## config.mk

```make
export PLATFORM = sky130hd
export DESIGN_NAME = seq_divider
export DESIGN_NICKNAME = d
export VERILOG_FILES = /design/src/rtl/seq_divider.sv
export SDC_FILE = /design/constraint.sdc
export NUM_CORES = 1
export LEC_CHECK = 0
export BUFFER_PORTS_ARGS = -buffer_cell sky130_fd_sc_hd__buf_2
export CAP_MARGIN = 20
export CORE_ASPECT_RATIO = 0.5
export CORE_MARGIN = 3
export CORE_UTILIZATION = 50
export DETAILED_ROUTE_END_ITERATION = 10
export PLACE_DENSITY_LB_ADDON = 0.1
export SLEW_MARGIN = 20
export SYNTH_ARGS = -nofsm -noshare
export SYNTH_HDL_FRONTEND = slang
export SYNTH_SLANG_ARGS = --single-unit
```

## constraint.sdc

```tcl
create_clock -name i_clk -period 5 [get_ports i_clk]
set_clock_uncertainty 0.15 [all_clocks]
set_input_delay 0.5 -clock i_clk [delete_from_list [all_inputs] [get_ports i_clk]]
set_output_delay 0.5 -clock i_clk [all_outputs]
set_load 0.005 [all_outputs]
```

## src/rtl/seq_divider.sv

```systemverilog
// Multi-cycle signed restoring divider: one quotient bit per cycle, sign fix-up, one-cycle done.
// Truncating division; the remainder takes the dividend's sign, and x/0 gives all ones with a flag.
module seq_divider #(
  parameter int unsigned WIDTH = 32
) (
  input  logic             i_clk,
  input  logic             i_rst_n,
  input  logic             i_start,
  input  logic [WIDTH-1:0] i_dividend,
  input  logic [WIDTH-1:0] i_divisor,
  output logic             o_busy,
  output logic             o_done,
  output logic [WIDTH-1:0] o_quotient,
  output logic [WIDTH-1:0] o_remainder,
  output logic             o_div_by_zero
);

  localparam int unsigned CW = $clog2(WIDTH + 1);
  localparam logic [CW-1:0] LastCnt = CW'(WIDTH - 1);

  typedef enum logic [1:0] {StIdle, StIter, StFix, StDone} state_e;

  state_e           r_state;
  logic [WIDTH-1:0] r_a;
  logic [WIDTH-1:0] r_q;
  logic [WIDTH-1:0] r_m;
  logic             r_sign_q;
  logic             r_sign_r;
  logic [CW-1:0]    r_count;

  logic [WIDTH:0]   w_a_sh;
  logic [WIDTH:0]   w_diff;
  logic [WIDTH-1:0] w_dvd_abs;
  logic [WIDTH-1:0] w_dvs_abs;
  logic             w_dvs_zero;

  // A is always below M (at most 2^(WIDTH-1)), so the shifted value and difference fit WIDTH+1 bits.
  assign w_a_sh     = {r_a, r_q[WIDTH-1]};
  assign w_diff     = w_a_sh - {1'b0, r_m};
  assign w_dvd_abs  = i_dividend[WIDTH-1] ? -i_dividend : i_dividend;
  assign w_dvs_abs  = i_divisor[WIDTH-1] ? -i_divisor : i_divisor;
  assign w_dvs_zero = (i_divisor == '0);

  always_ff @(posedge i_clk or negedge i_rst_n) begin
    if (!i_rst_n) begin
      r_state       <= StIdle;
      r_a           <= '0;
      r_q           <= '0;
      r_m           <= '0;
      r_sign_q      <= 1'b0;
      r_sign_r      <= 1'b0;
      r_count       <= '0;
      o_busy        <= 1'b0;
      o_done        <= 1'b0;
      o_quotient    <= '0;
      o_remainder   <= '0;
      o_div_by_zero <= 1'b0;
    end else begin
      unique case (r_state)
        StIdle: begin
          if (i_start) begin
            r_m      <= w_dvs_abs;
            r_a      <= '0;
            r_sign_q <= i_dividend[WIDTH-1] ^ i_divisor[WIDTH-1];
            r_sign_r <= i_dividend[WIDTH-1];
            r_count  <= '0;
            o_busy   <= 1'b1;
            if (w_dvs_zero) begin
              // Keep the raw dividend so it can be returned unchanged as the remainder.
              r_q     <= i_dividend;
              r_state <= StDone;
            end else begin
              r_q     <= w_dvd_abs;
              r_state <= StIter;
            end
          end
        end
        StIter: begin
          if (!w_diff[WIDTH]) begin
            r_a <= w_diff[WIDTH-1:0];
            r_q <= {r_q[WIDTH-2:0], 1'b1};
          end else begin
            r_a <= w_a_sh[WIDTH-1:0];
            r_q <= {r_q[WIDTH-2:0], 1'b0};
          end
          r_count <= r_count + CW'(1);
          if (r_count == LastCnt) begin
            r_state <= StFix;
          end
        end
        StFix: begin
          o_quotient    <= r_sign_q ? -r_q : r_q;
          o_remainder   <= r_sign_r ? -r_a : r_a;
          o_div_by_zero <= 1'b0;
          o_done        <= 1'b1;
          r_state       <= StDone;
        end
        StDone: begin
          // Entered with done low only on the divide-by-zero shortcut; publish results first.
          if (o_done) begin
            o_done  <= 1'b0;
            o_busy  <= 1'b0;
            r_state <= StIdle;
          end else begin
            o_quotient    <= '1;
            o_remainder   <= r_q;
            o_div_by_zero <= 1'b1;
            o_done        <= 1'b1;
          end
        end
        default: r_state <= StIdle;
      endcase
    end
  end

endmodule

```

==> results of run 1 <==
[power by group]
part | switching (mW) | leakage, nW | internal [mW] | total, mW
Clock | 0.590 | 0.298 | 0.833 | 1.42
Sequential | 0.784 | 2.15 | 2.03 | 2.81
Combinational | 3.12 | 3.47 | 2.24 | 5.36
[cell usage in the layout (no fill, tap or decap), types with 4 or more instances in the layout]
| cell | instances |
|---|---|
| o31ai_1 | 37 |
| xnor2_1 | 48 |
| a21boi_0 | 4 |
| a221o_1 | 31 |
| clkbuf_16 | 17 |
| nand2_1 | 126 |
| a211oi_1 | 5 |
| a31oi_1 | 7 |
| inv_1 | 51 |
| clkbuf_8 | 4 |
| nand2b_1 | 12 |
| nand4_1 | 6 |
| o41ai_1 | 12 |
| nor2b_1 | 7 |
| or2_2 | 6 |
| a21oi_1 | 65 |
| nand3_1 | 14 |
| and2_1 | 7 |
| xor2_1 | 101 |
| and3_1 | 30 |
| nor3b_1 | 5 |
| ha_1 | 41 |
| buf_4 | 15 |
| or3_1 | 13 |
| o21ai_1 | 8 |
| a22oi_1 | 31 |
| o21a_1 | 4 |
| nor2_1 | 75 |
| buf_2 | 132 |
| a32oi_1 | 7 |
| mux2i_1 | 26 |
| nor3_1 | 14 |
| o21ai_0 | 137 |
| a21o_1 | 16 |
| nor4_1 | 7 |
| or4_1 | 16 |
| dfrtp_1 | 173 |
[routing by layer]
metal | vias to the layer above | part of all wire | track usage
met5 | - | 0 | 0
li1 | 4780 | - | -
met1 | 4740 | 0.49 | 0.392
met2 | 304 | 0.43 | 0.391
met4 | 0 | 0.0082 | 0.0443
met3 | 22 | 0.069 | 0.0519
[registers in the layout, indices dropped and copies added (netlist names)]
signal / count
o_quotient: 32
r_sign_r: 1
o_remainder: 32
o_busy: 1
o_div_by_zero: 1
r_m: 32
r_count: 6
r_a: 32
r_state: 2
r_sign_q: 1
o_done: 1
r_q: 32
[per-stage QoR]
step,worst slack (ps),cells,utilization,hold slack [ps]
2_1_floorplan,1620,1264,-,54.4
3_3_place_gp,1200,1643,0.557,313
3_5_place_dp,1140,1643,0.557,322
4_1_cts,1110,1675,0.586,106
5_1_grt,955,1675,0.586,90.5
6_report,1130,1675,0.586,9.20
[logic make-up after synthesis]
logic type                 count (synthesis)  share of synthesized area
AOI/OAI and AO/OA                        393                      0.228
muxes                                     28                     0.0251
adders and majority gates                 42                     0.0473
DFF                                      173                      0.384
and+or+nand+nor                          358                      0.157
buffers and inverters                    120                     0.0418
xor gates and xnor gates                 150                      0.117
[area by class of cell]
| type | count | area [µm²] |
|---|---|---|
| clock buffer | 21 | 470 |
| clock inverter | 11 | 155 |
| sequential | 173 | 4330 |
| timing repair buffer | 148 | 787 |
| fill | 1982 | 9050 |
| tap | 300 | 375 |
| multi-input combinational | 971 | 6510 |
| inverter | 51 | 191 |
[worst paths after layout]
check | cells past startpoint | end | slack [ps]
worst max-delay path | 11 | r_a[30]$_DFFE_PN0P_ | 1130
worst min-delay path | 1 | o_quotient[26]$_DFFE_PN0P_ | 9
worst max register to register | 11 | r_a[30]$_DFFE_PN0P_ | 1130
worst min register to register | 2 | r_m[23]$_DFFE_PN0P_ | 330
max in group asynchronous | 2 | o_remainder[16]$_DFFE_PN0P_ | 3600
min in group i_clk | 3 | r_sign_r$_DFFE_PN0P_ | 210
==> flow_summary.yaml, run 1 <==
clock_network:
  cts_buffers: 17
  root_buffer: "clkbuf_16"
  clock_sinks: 173
  cts.path.max_buffers: 2
  clk_latency_ps: 440
  htreeDepth: 4
  cts_resized: 0
  cts_setup_buffers: 0
  clk_transition_reported_paths_ps: 70
  postCtsHoldBufs: 0
  cts_tree: "yes"
route:
  first_pass_iters: 5
  drt_wl_total_mm: 31.0
  avgViaCountPerCell: 5.88
  num_vias: 9846
  wl_per_cell_um: 18.5
  first_iter_violations: 846
  drc_errors: 0
  ant_nets: 0
synthesis:
  synth_cell_type_count: 70
  async_reset_ff_frac: 1.00
  synth_most_common_cell: "dfrtp_1"
  synth_area_leaders: "dfrtp_1 (38%), xor2_1 (7.9%), o21ai_0 (6.1%), ha_1 (4.6%), nand2_1 (4.3%)"
  yosys_warnings: 0
  synth_fp_nets: 1373
  syn_inst: 1264
  yosysTopAreaCellShare: 0.384
  synth-seq-area-share: 0.384
  postSynthAreaPerCell_um2: 8.91
  ys_seq_elements: 173
  synth_area_um2: 11300
  ys_top_cells_by_count: "dfrtp_1 (173), o21ai_0 (138), nand2_1 (128), xor2_1 (102), nor2_1 (77)"
  synth_largest_area_cell: "dfrtp_1"
  synth-edff-count: 0
  ys.flop_type: "dfrtp_1"
die:
  dieArea_um2: 24500
  core_area_um2: 21900
  io_pins: 134
  initial_utilization: 0.515
  die_width_um: 218
  die_h_um: 112
  num_rows: 38
pwr:
  power_density_nw_per_um2: 749
  finalPower_mw: 9.60
  p_leak_nw: 5.92
  ir_drop_v: 0.000401
place:
  gp_congestion: 0.897
  dpl.hpwl_mm: 22.7
  postPlaceCellArea_um2: 12200
  port_buffers: 133
setup_path:
  endpoint_kind: "flip-flop"
  crit_path_start_kind: "flip-flop"
  crit_required_ps: 5170
  path_max_fanout: 27
  slowest_delay_ps: 570
  setup.worst_path.start: "r_a[4]$_DFFE_PN0P_"
  crit_arrival_ps: 4050
  path_cells: "ha_1 > a21o_1 > a211o_1 > o211ai_1 > a21oi_1 > a221o_1 > a221oi_1 > xor2_4 > buf_4 > nor4b_1 > a311o_1"
  regToRegStartpoint: "r_a[4]$_DFFE_PN0P_"
  crit_path_top_delay_cell: "a221oi_1"
  path_buf_inv: 1
  crit_type: "reg2reg"
  path_delay_family: "compound AO/OA/AOI/OAI gates"
layout:
  nNetsFinal: 1471
  n_antenna_cell: 0
  drive_above_1_share: 0.151
  final_cell_area_um2: 12800
  synthToLayoutAreaGrowth_pct: 13.8
timing:
  tightest_slew_ps: 980
  slew_headroom: 0.346
  grt_setup_unrepaired: "false"
  slew_violations: 0
  finalSetupViolCount: 0
  finalHoldViolCount: 0
  period_share: 0.775
  fmax_mhz: 258
  period_minus_slack_ps: 3870
  setup_tns_ps: 0
global_routing:
  grt_pass1_vias: 9464
  grt_pass1_wl_mm: 50.8
  antenna_found_initial: 0
  grt_start_max_net_pins: 108
  gr-total-overflow: 0
  grt.total_usage: 0.259
status:
  status: "finished clean"
worst_hold_path:
  hold_path.class: "in2async"
run:
  cap_violations: 0
Note: power is estimated with default switching activity, not from simulation.
==> run 2, diff against run 1 <==
- ABC_AREA: unset -> 1
- clock period: 5 -> 4.05 ns (I/O delays scaled with it)
==> run 2 against run 1 <==
  * Register-to-register slack improved by 100 ps
  * Die area increased by 20%
  * Global-route usage increased by 4.1 points
  * Largest cell class unchanged
  * Setup slack improved by 100 ps
==> flow_summary.yaml, run 2 <==
status:
  status: "finished clean"
die:
  initial_utilization: 0.512
  dieArea_um2: 29400
  num_rows: 42
  io_pins: 134
  core_area_um2: 26600
  die_width_um: 239
  die_h_um: 123
worst_hold_path:
  whs_path_depth: 3
  hold_end: "r_m[28]$_DFFE_PN0P_"
  hold_path.class: "in2reg"
  hold_start: "i_divisor[28]"
setup_path:
  crit_type: "reg2reg"
  rr_endpoint: "r_q[8]$_DFFE_PN0P_"
  path_max_fanout: 48
  crit_required_ps: 4240
  endpoint_kind: "flip-flop"
  crit_arrival_ps: 3010
  regToRegStartpoint: "r_state[0]$_DFFE_PN0P_"
  rrSetupSlack_ps: 1230
  crit_path_start_kind: "flip-flop"
  r2r_cells: 10
route:
  drc_errors: 0
  wl_per_cell_um: 16.8
  ant_nets: 0
  first_pass_iters: 8
  avgViaCountPerCell: 5.43
  num_vias: 14100
  first_iter_violations: 1407
  drt_wl_total_mm: 43.6
pwr:
  ir_drop_v: 0.000400
  p_leak_nw: 8.14
  finalPower_mw: 13.5
  power_density_nw_per_um2: 891
timing:
  setup_slack_ps: 1230
  period_share: 0.697
  period_minus_slack_ps: 2820
  slew_violations: 0
  finalSetupViolCount: 0
  finalHoldViolCount: 0
  hold_ws_ps: 112
  slew_headroom: 0.322
  grt_setup_unrepaired: "false"
  fmax_mhz: 354
  tightest_slew_ps: 1020
  setup_tns_ps: 0
clock_network:
  cts.path.max_buffers: 2
  cts_buffers: 17
  clk_latency_ps: 450
  cts_resized: 0
  htreeDepth: 4
  root_buffer: "clkbuf_16"
  clock_sinks: 173
  cts_tree: "yes"
  clk_transition_reported_paths_ps: 70
global_routing:
  grt_pass1_vias: 12900
  grt_pass1_wl_mm: 68.7
  grt_start_max_net_pins: 77
  grt.total_usage: 0.300
  antenna_found_initial: 1
  gr-total-overflow: 0
synthesis:
  synth-seq-area-share: 0.318
  synth_most_common_cell: "nand2_1"
  yosys_warnings: 0
  synth_cell_type_count: 49
  yosysTopAreaCellShare: 0.318
  synth_fp_nets: 2243
  synth-edff-count: 0
  ys.flop_type: "dfrtp_1"
  ys_seq_elements: 173
  synth_largest_area_cell: "dfrtp_1"
  ys_top_cells_by_count: "nand2_1 (648), inv_1 (312), nand3_1 (226), nor2_1 (203), dfrtp_1 (173)"
  async_reset_ff_frac: 1.00
  synth_area_um2: 13600
  synth_area_leaders: "dfrtp_1 (32%), nand2_1 (18%), inv_1 (8.6%), nand3_1 (8.3%), nor2_1 (5.6%)"
  syn_inst: 2134
  postSynthAreaPerCell_um2: 6.38
place:
  place_ws_ps: 1080
  port_buffers: 133
  dpl.hpwl_mm: 33.8
  gp_congestion: 0.947
run:
  cap_violations: 0
layout:
  synthToLayoutAreaGrowth_pct: 11.1
  layout_common_cells: "nand2_1 (648), inv_1 (312), nand3_1 (226)"
  drive_above_1_share: 0.100
  layout_commonest_cell: "nand2_1"
  fillers: 2732
  n_antenna_cell: 0
  nNetsFinal: 2345
==> run 2: worst max path at each step <==
stage | depth (start not counted) | to | startpoint
4_1_cts | 10 | r_q[5]$_DFFE_PN0P_ | r_state[0]$_DFFE_PN0P_
5_1_grt | 10 | r_q[19]$_DFFE_PN0P_ | r_state[0]$_DFFE_PN0P_
3_5_place_dp | 12 | r_q[11]$_DFFE_PN0P_ | i_divisor[31]
3_3_place_gp | 12 | r_q[18]$_DFFE_PN0P_ | i_divisor[31]
6_report | 10 | r_q[8]$_DFFE_PN0P_ | r_state[0]$_DFFE_PN0P_
2_1_floorplan | 18 | r_a[10]$_DFFE_PN0P_ | r_q[31]$_DFFE_PN0P_
==> run 2: logic make-up (layout without fill, tap and decap cells) <==
logic type	Yosys count	in the layout	share of synthesized area
XOR/XNOR	54	54	0.0347
AO/OA/AOI/OAI	289	289	0.120
buffers and inverters	384	497	0.111
flip-flops	173	173	0.318
AND/OR/NAND/NOR	1192	1192	0.377
adder cells (fa/ha/maj)	42	42	0.0391
==> run 2: worst max-delay path, cell delays in order (launching register included) <==
cell and delay [ps]:
dfrtp_1 380, inv_1 80, ha_1 280, nand2_1 110
o21ai_1 60, buf_4 240, inv_2 490, buf_4 570
a21oi_1 120, o21ai_0 130, nand2_1 70
==> run 2: routing by layer <==
metal | part of all wire | global-route usage
met1 | 0.46 | 0.414
met2 | 0.45 | 0.487
met3 | 0.058 | 0.0460
met4 | 0.029 | 0.102
met5 | 0 | 0
==> run 2: timing repair <==
item	in CTS	in global routing
hold buffers	1	0
endpoints found under the hold margin	73	0
setup buffers	0	0
==> run 2: metrics by stage <==
step,util,cell area (µm²),cells
6_report,0.569,15100,2599
5_1_grt,0.569,15100,2599
4_1_cts,0.569,15100,2599
3_5_place_dp,0.547,14500,2568
3_3_place_gp,0.547,14500,2568
2_1_floorplan,-,13600,2134
==> run 2: layout make-up <==
| class | count | area [µm²] | share of cell area |
|---|---|---|---|
| multi-input cells | 1577 | 7780 | 0.514 |
| inverters | 317 | 1190 | 0.0786 |
| repair buffers | 150 | 815 | 0.0538 |
| clock inverters | 10 | 129 | 0.00851 |
| flip-flops and latches | 173 | 4330 | 0.286 |
| clock buffers | 20 | 457 | 0.0302 |
| well taps | 352 | 440 | 0.0291 |
==> run 2: power by group <==
part           total (mW)  switching, mW  internal, mW
combinational        8.32           5.51          2.81
sequential           3.47          0.932          2.54
clock                1.69          0.746         0.945
total                13.5           7.19          6.30
==> run 3, diff against run 2 <==
- ABC_AREA: 1 -> 0
- clock period: 4.05 -> 2.9 ns (I/O delays scaled with it)
==> run 3 against run 2 <==
  * The flow now finishes with violations (setup timing)
  * Register-to-register slack worse by 1700 ps
  * Sequential cell count did not move
  * Critical path type unchanged
  * Setup slack worse by 1700 ps
  * Core utilization is 12 points higher
  * Count of clock-buffer cells in the layout rose by 3
  * Critical path depth is 2 higher
  * Worst hold slack got worse by 87 ps
==> flow_summary.yaml, run 3 (synthesis gave the netlist of run 1 again) <==
die:
  io_pins: 134
  num_rows: 38
  core_area_um2: 21900
  initial_utilization: 0.515
  dieArea_um2: 24500
  die_width_um: 218
  die_h_um: 112
layout:
  fin_util: 0.686
  final_cell_area_um2: 15000
  synthToLayoutAreaGrowth_pct: 33.2
  fin_cells: 1872
  layout_commonest_cell: "buf_4"
  n_antenna_cell: 0
  layout_common_cells: "buf_4 (192), dfrtp_1 (173), buf_2 (130)"
  drive_above_1_share: 0.306
  nNetsFinal: 1670
  fillers: 1757
setup_path:
  path_cells: "inv_2 > ha_4 > a21o_1 > a211o_1 > o211ai_1 > a21oi_2 > a221o_1 > a221oi_4 > buf_6 > xor2_4 > nor4b_1 > a311o_1"
  crit_path_top_delay_cell: "dfrtp_1"
  crit_path_start_kind: "flip-flop"
  slowest_delay_ps: 400
  crit_arrival_ps: 3490
  crit_type: "reg2reg"
  rrSetupSlack_ps: -430
  crit_required_ps: 3070
  path_max_fanout: 5
  endpoint_kind: "flip-flop"
timing:
  fmax_mhz: 301
  grt_setup_unrepaired: "true"
  hold_ws_ps: 25.5
  setup_slack_ps: -425
  period_minus_slack_ps: 3330
  tightest_slew_ps: 1120
  finalSetupViolCount: 38
  slew_violations: 0
  period_share: 1.15
  slew_headroom: 0.255
  setup_tns_ps: -10840
  finalHoldViolCount: 0
global_routing:
  grt_pass1_wl_mm: 54.9
  gr-total-overflow: 0
  grt_pass1_vias: 10500
  grt_start_max_net_pins: 68
  grt.total_usage: 0.281
  antenna_found_initial: 0
clock_network:
  cts.path.max_buffers: 2
  root_buffer: "clkbuf_16"
  htreeDepth: 4
  cts_tree: "yes"
  clk_latency_ps: 440
  cts_buffers: 17
  clock_sinks: 173
  clk_transition_reported_paths_ps: 60
place:
  dpl.hpwl_mm: 24.8
  postPlaceCellArea_um2: 13700
  gp_congestion: 0.912
  place_ws_ps: -747
  port_buffers: 133
  dpl.cell_count: 1813
pwr:
  p_leak_nw: 7.08
  finalPower_mw: 19.9
  power_density_nw_per_um2: 1330
  ir_drop_v: 0.000649
route:
  ant_nets: 0
  drc_errors: 0
  first_iter_violations: 948
  num_vias: 10700
  drt_wl_total_mm: 34.1
  wl_per_cell_um: 18.2
  first_pass_iters: 6
  avgViaCountPerCell: 5.71
run:
  cap_violations: 0
status:
  violations: "setup timing"
  status: "complete, but fails checks"
worst_hold_path:
  hold_path.class: "in2reg"
-- run 3: cell count changes in the layout (fill, tap and decap cells not counted), moves of 64 or more --
cell / delta
inv_1: -265
nand2_1: -529
xor2_1: +64
nor2_1: -128
buf_4: +177
nand3_1: -215
-- run 3: worst max-delay path: cells and delay by family (launching register included) --
kind	cells	cell delay, ps
buffers and inverters	2	250
DFF	1	400
adders and majority gates	1	200
AOI/OAI and AO/OA	7	1900
and+or+nand+nor	1	100
xor gates and xnor gates	1	220
-- run 3: layer usage --
| layer | GRT usage | part of all wire | vias to the layer above |
|---|---|---|---|
| met3 | 0.0506 | 0.070 | 40 |
| li1 | - | - | 5177 |
| met1 | 0.411 | 0.47 | 5117 |
| met2 | 0.431 | 0.44 | 352 |
| met5 | 0 | 0 | - |
| met4 | 0.0768 | 0.014 | 0 |
-- run 3: path summary, 6_finish.rpt --
path | startpoint | to | cells past startpoint
max in group asynchronous | i_rst_n | r_m[18]$_DFFE_PN0P_ | 3
worst max register to register | r_m[5]$_DFFE_PN0P_ | r_a[30]$_DFFE_PN0P_ | 12
min in group asynchronous | i_rst_n | o_quotient[27]$_DFFE_PN0P_ | 2
worst min-delay path | i_divisor[22] | r_m[22]$_DFFE_PN0P_ | 3
worst max-delay path | r_m[5]$_DFFE_PN0P_ | r_a[30]$_DFFE_PN0P_ | 12
worst min register to register | r_m[27]$_DFFE_PN0P_ | r_m[27]$_DFFE_PN0P_ | 2
-- run 3: repair_timing --
| item | CTS | global route |
|---|---|---|
| setup buffers | 16 | 9 |
| pin swaps | 37 | 20 |
| endpoints found under the setup margin | 59 | 70 |
| hold endpoints to repair | 62 | 0 |
| hold buffers | 1 | 0 |
| gates cloned | 5 | 0 |
| gates resized for setup | 83 | 42 |
-- run 3: cell type report --
| class | instances | area, µm² | area share |
|---|---|---|---|
| clock buffer | 23 | 488 | 0.0325 |
| clock inverter | 7 | 56.3 | 0.00375 |
| inverter | 51 | 211 | 0.0141 |
| multi-input combinational | 974 | 7150 | 0.476 |
| sequential | 173 | 4330 | 0.288 |
| tap | 300 | 375 | 0.0250 |
| timing repair buffer | 344 | 2400 | 0.160 |
-- run 3: power by group --
group | internal [mW] | switching [mW]
sequential | 3.50 | 1.15
combinational | 6.28 | 6.81
clock | 1.19 | 0.990
total | 11.0 | 8.95
